[config.mk]
export PLATFORM = sky130hd
export DESIGN_NAME = vgm_seq
export DESIGN_NICKNAME = d
export VERILOG_FILES = /design/src/rtl/vgm_seq.sv
export SDC_FILE = /design/constraint.sdc
export NUM_CORES = 1
export LEC_CHECK = 0
export ABC_CLOCK_PERIOD_IN_PS = 3000
export CORE_UTILIZATION = 58
export DETAILED_ROUTE_END_ITERATION = 8
export PLACE_DENSITY = 0.78
export SYNTH_ARGS = -nofsm -noshare
export SYNTH_HDL_FRONTEND = slang
export SYNTH_SLANG_ARGS = --single-unit
[constraint.sdc]
create_clock -name clk -period 3 [get_ports clk]
set_input_delay 0.9 -clock clk [delete_from_list [all_inputs] [get_ports clk]]
set_output_delay 0.9 -clock clk [all_outputs]
set_load 0.01 [all_outputs]
[src/rtl/vgm_seq.sv]
// VGM command sequencer: decodes chip-write and wait opcodes from the command stream,
// drives the jt10 CPU write port with spaced address/data cycles and paces waits on smp_cen.
module vgm_seq #(
    parameter int unsigned WR_HOLD = 2,
    parameter int unsigned WR_GAP  = 32
) (
    input  logic       clk,
    input  logic       rst_n,
    input  logic       cen,
    input  logic       smp_cen,
    input  logic       start,
    input  logic       stop,
    input  logic [7:0] s_data,
    input  logic       s_valid,
    output logic       s_ready,
    output logic [1:0] fm_addr,
    output logic [7:0] fm_din,
    output logic       fm_wr_n,
    output logic       busy,
    output logic       done,
    output logic       err,
    output logic [7:0] err_cmd
);

    localparam int unsigned PMAX = (WR_HOLD > WR_GAP) ? WR_HOLD : WR_GAP;
    localparam int unsigned PW   = $clog2(PMAX + 1);
    localparam int unsigned WW   = 16;

    typedef enum logic [3:0] {
        IDLE, CMD, ARG1, ARG2, WRA, GAPA, WRD, GAPD, WAIT, DONE, ERR
    } state_t;

    state_t          state;
    logic            port;
    logic            is_wait;
    logic [7:0]      reg_q;
    logic [7:0]      val_q;
    logic [WW-1:0]   wcnt;
    logic [PW-1:0]   pcnt;

    logic            xfer;
    logic            hold_last;
    logic            gap_last;

    assign xfer      = s_valid & s_ready;
    assign hold_last = (pcnt == PW'(WR_HOLD - 1));
    assign gap_last  = (pcnt == PW'(WR_GAP - 1));

    // State change plus the status outputs, all registered from the state being entered.
    task automatic enter(input state_t nxt);
        state   <= nxt;
        s_ready <= (nxt == CMD) || (nxt == ARG1) || (nxt == ARG2);
        busy    <= !((nxt == IDLE) || (nxt == DONE) || (nxt == ERR));
        done    <= (nxt == DONE);
        err     <= (nxt == ERR);
    endtask

    always_ff @(posedge clk or negedge rst_n) begin
        if (!rst_n) begin
            state   <= IDLE;
            fm_wr_n <= 1'b1;
            fm_addr <= '0;
            fm_din  <= '0;
            s_ready <= 1'b0;
            busy    <= 1'b0;
            done    <= 1'b0;
            err     <= 1'b0;
            err_cmd <= '0;
            port    <= 1'b0;
            is_wait <= 1'b0;
            reg_q   <= '0;
            val_q   <= '0;
            wcnt    <= '0;
            pcnt    <= '0;
        end else if (stop) begin
            enter(IDLE);
            fm_wr_n <= 1'b1;
            wcnt    <= '0;
            pcnt    <= '0;
        end else begin
            case (state)
                IDLE, DONE, ERR: begin
                    if (start) enter(CMD);
                end
                CMD: begin
                    if (xfer) begin
                        casez (s_data)
                            8'h52, 8'h58: begin port <= 1'b0; is_wait <= 1'b0; enter(ARG1); end
                            8'h53, 8'h59: begin port <= 1'b1; is_wait <= 1'b0; enter(ARG1); end
                            8'h61:        begin is_wait <= 1'b1; enter(ARG1); end
                            8'h62:        begin wcnt <= WW'(735); enter(WAIT); end
                            8'h63:        begin wcnt <= WW'(882); enter(WAIT); end
                            8'b0111_????: begin wcnt <= WW'(s_data[3:0]) + WW'(1); enter(WAIT); end
                            8'h66:        enter(DONE);
                            default:      begin err_cmd <= s_data; enter(ERR); end
                        endcase
                    end
                end
                ARG1: begin
                    if (xfer) begin
                        reg_q <= s_data;
                        enter(ARG2);
                    end
                end
                ARG2: begin
                    if (xfer) begin
                        if (is_wait) begin
                            // A zero wait count falls straight back to command fetch.
                            if ({s_data, reg_q} == '0) begin
                                enter(CMD);
                            end else begin
                                wcnt <= {s_data, reg_q};
                                enter(WAIT);
                            end
                        end else begin
                            val_q   <= s_data;
                            fm_addr <= {port, 1'b0};
                            fm_din  <= reg_q;
                            fm_wr_n <= 1'b0;
                            pcnt    <= '0;
                            enter(WRA);
                        end
                    end
                end
                WRA, WRD: begin
                    if (cen) begin
                        if (hold_last) begin
                            pcnt    <= '0;
                            fm_wr_n <= 1'b1;
                            enter((state == WRA) ? GAPA : GAPD);
                        end else begin
                            pcnt <= pcnt + PW'(1);
                        end
                    end
                end
                GAPA, GAPD: begin
                    if (cen) begin
                        if (gap_last) begin
                            pcnt <= '0;
                            if (state == GAPA) begin
                                fm_addr <= {port, 1'b1};
                                fm_din  <= val_q;
                                fm_wr_n <= 1'b0;
                                enter(WRD);
                            end else begin
                                enter(CMD);
                            end
                        end else begin
                            pcnt <= pcnt + PW'(1);
                        end
                    end
                end
                WAIT: begin
                    if (smp_cen) begin
                        if (wcnt == WW'(1)) begin
                            wcnt <= '0;
                            enter(CMD);
                        end else begin
                            wcnt <= wcnt - WW'(1);
                        end
                    end
                end
                default: enter(IDLE);
            endcase
        end
    end

endmodule
==> results_dict.tcl <==
set metrics [dict create \
    cts-htree-levels 3 \
    top_layer_used "met4" \
    p_clk_frac 0.195 \
    power_uw 4330 \
    hpwl_mm 8.06 \
    r2r_start "wcnt[6]" \
    setup_viol 0 \
    die_width_um 85.5 \
    critPathLaunchType "primary input" \
    critical_path.max_fanout 10 \
    syn_inst 453 \
    required_ps 3240 \
    route.met2.wl_mm 5.35 \
    clk_pin_slew_ps 70 \
    post-route-cell-area_um2 5040 \
    hold_viol 0 \
    first_pass_iters 6 \
    core_um2 6760 \
    skew_ps 6.37 \
    seq_area_frac_synth 0.415 \
    layout_common_cells "dfrtp_1, nand2_1, buf_4" \
    p_per_area_nw_per_um2 859 \
    synth_seq_cells 67 \
    max_cap_violations 0 \
    met1_length_mm 4.78 \
    ys_warn_count 0 \
    cts_tree "done" \
    max_freq_mhz 343 \
    hold_class "register to register" \
    crit_type "primary input to register" \
    post_drt_wl_per_cell_um 18.4 \
    avgViaCountPerCell 6.37 \
    area_delta_synth_final_pct 24.8 \
    grt_max_degree 42 \
    p_leak_uw 0.00224 \
    wl_met3_um 824 \
    cts.sinks 67 \
    start_util 0.598 \
    switchingPower_uw 1750 \
    antenna_cells 0 \
    synth-edff-count 0 \
    endpoint "err_cmd[7]" \
    tightest_slew_ps 939 \
    syn_nets 476 \
    io_pins 38 \
    run_status "finished, final reports clean" \
    die-area_um2 7300 \
    fin_nets 550 \
    utilization 0.746 \
    r2r_cells 6 \
    clk_latency_ps 360 \
    postPlaceCellArea_um2 4760 \
    syn_avg_cell_area_um2 8.92 \
    die_y_um 85.5 \
    async_flop_share 1.00 \
    place.gp.congestion 0.968 \
    min_period_ps 2910 \
    power.internal_uw 2580 \
    maxSlewHeadroom 0.374 \
    startpoint "s_data[2]" \
    ys_types 65 \
    pre_cts_ws_ps -439 \
    seq_power_share 0.332 \
    timing.rr.end "wcnt[2]" \
    clockBufferDepth 2 \
    postRouteAntennaNets 0 \
    rows 30 \
    drt_iter0_markers 354 \
    layout_setup_ws_ps 85.6 \
    grt_overflow_total 0 \
    switching_share 0.404 \
    port_buffers 37 \
    grt_use_total 0.324 \
    cts_hold_buf 0 \
    crit_path_end_kind "register" \
    antenna_found_initial 0 \
    cts_buffers 9 \
    drc 0 \
    cts_root_buf "clkbuf_8" \
    drive_above_1_share 0.194 \
    crit_arrival_ps 3150 \
    synth_top_flop_cell "dfrtp_1" \
    postRouteWirelength_mm 11.2 \
    grt_pass1_vias 3810 \
    pwr-share-comb 0.473 \
    r2r_slack_ps 350 \
    netlist_area_um2 4040 \
    vias 3897 \
    final_common_cell "dfrtp_1" \
    fin_crit_sh 0.971 \
    grt_pass1_wl_mm 18.3 \
    slew_viol_final 0 \
    ir_worst_vdd_mv 0.511 \
]
-- kinds of logic after synthesis --
kind of cell             Yosys count  synth area share
AO/OA/AOI/OAI                    127             0.209
XOR/XNOR                          10            0.0217
adder cells (fa/ha/maj)            8            0.0248
buffers and inverters             37            0.0396
flip-flops                        67             0.415
multiplexers                      26            0.0700
AND/OR/NAND/NOR                  178             0.220
-- cell usage after synthesis (2+ instances only) --
cell type / count / share of area
a221oi_1: 4 / 0.0087
ha_1: 8 / 0.025
nor3_1: 17 / 0.021
nand2_1: 57 / 0.053
o21bai_1: 2 / 0.0037
nor4_1: 9 / 0.014
a32o_1: 2 / 0.0050
inv_1: 12 / 0.011
buf_4: 2 / 0.0037
or3_1: 3 / 0.0046
nand3b_1: 5 / 0.0093
nand2b_1: 12 / 0.019
o31ai_1: 5 / 0.0093
a21o_1: 2 / 0.0037
nor2_1: 36 / 0.033
a211oi_1: 5 / 0.0093
dfrtp_1: 66 / 0.41
and3_1: 2 / 0.0031
nand3_1: 13 / 0.016
xnor2_1: 5 / 0.011
o2111ai_1: 5 / 0.011
nor3b_1: 4 / 0.0074
o32ai_1: 3 / 0.0065
nor2b_1: 4 / 0.0062
xor2_1: 5 / 0.011
mux2_2: 18 / 0.050
a21oi_1: 30 / 0.037
mux2i_1: 8 / 0.020
or3b_2: 2 / 0.0043
buf_2: 5 / 0.0062
clkbuf_1: 14 / 0.013
o21ai_0: 46 / 0.057
a31o_2: 2 / 0.0043
or4_1: 4 / 0.0074
o221ai_1: 3 / 0.0065
o211a_1: 2 / 0.0050
buf_1: 3 / 0.0028
-- sequential cells by signal, indices dropped and copies added, names as in the netlist, 2 cells and up --
register  cells
err_cmd       8
fm_addr       2
wcnt         16
fm_din        8
pcnt          6
state         4
reg_q         8
val_q         8
-- power groups by stage --
stage / logic (uW) / clock network (uW) / registers, uW
floorplan: 1320 / 0 / 1390
global placement: 1910 / 0 / 1430
detailed placement: 1950 / 0 / 1440
CTS: 2000 / 848 / 1430
global route: 2230 / 882 / 1470
finish: 2050 / 845 / 1440
-- per-stage QoR --
| step | instances | hold slack, ps | TNS, ps |
|---|---|---|---|
| final | 612 | 481 | 0 |
| after global routing | 612 | 494 | -120 |
| after CTS | 612 | 486 | 0 |
| after detailed placement | 594 | 469 | -8850 |
| after global placement | 594 | 459 | -6520 |
| after floorplan | 453 | 449 | 0 |
-- layout make-up --
| class | count | area, um2 |
|---|---|---|
| inverter | 12 | 45.0 |
| clock inverter | 6 | 90.1 |
| timing repair buffer | 88 | 748 |
| sequential | 67 | 1680 |
| clock buffer | 10 | 128 |
| tap | 80 | 100 |
| multi-input combinational | 349 | 2250 |
| fill | 515 | 1720 |
-- worst max-delay path, stage by stage --
cell             delay [ps]
clkdlybuf4s50_1         480
or4b_4                  590
a2111oi_4               410
a21oi_1                 140
nand3_1                 120
buf_4                   180
mux2_2                  340
-- repair_timing --
item,CTS,global route
endpoints found under the setup margin,12,4
gates resized for setup,3,4
buffers inserted,2,0
pin swaps,1,0
-- worst min-delay path by stage --
stage               startpoint   endpoint  slack (ps)  depth (start not counted)
finish               fm_din[0]  fm_din[0]         480                          2
detailed placement   fm_din[7]  fm_din[7]         470                          2
floorplan             val_q[0]   val_q[0]         450                          2
CTS                  fm_din[7]  fm_din[7]         490                          2
global route         fm_din[7]  fm_din[7]         490                          2
global placement     fm_din[2]  fm_din[2]         460                          2
-- metal layers --
metal / up-vias / global-route usage
met5: - / 0
met4: 0 / 0.148
met3: 26 / 0.0564
met2: 197 / 0.528
met1: 1859 / 0.421
li1: 1815 / -
Power figures use the tool's default switching activity.
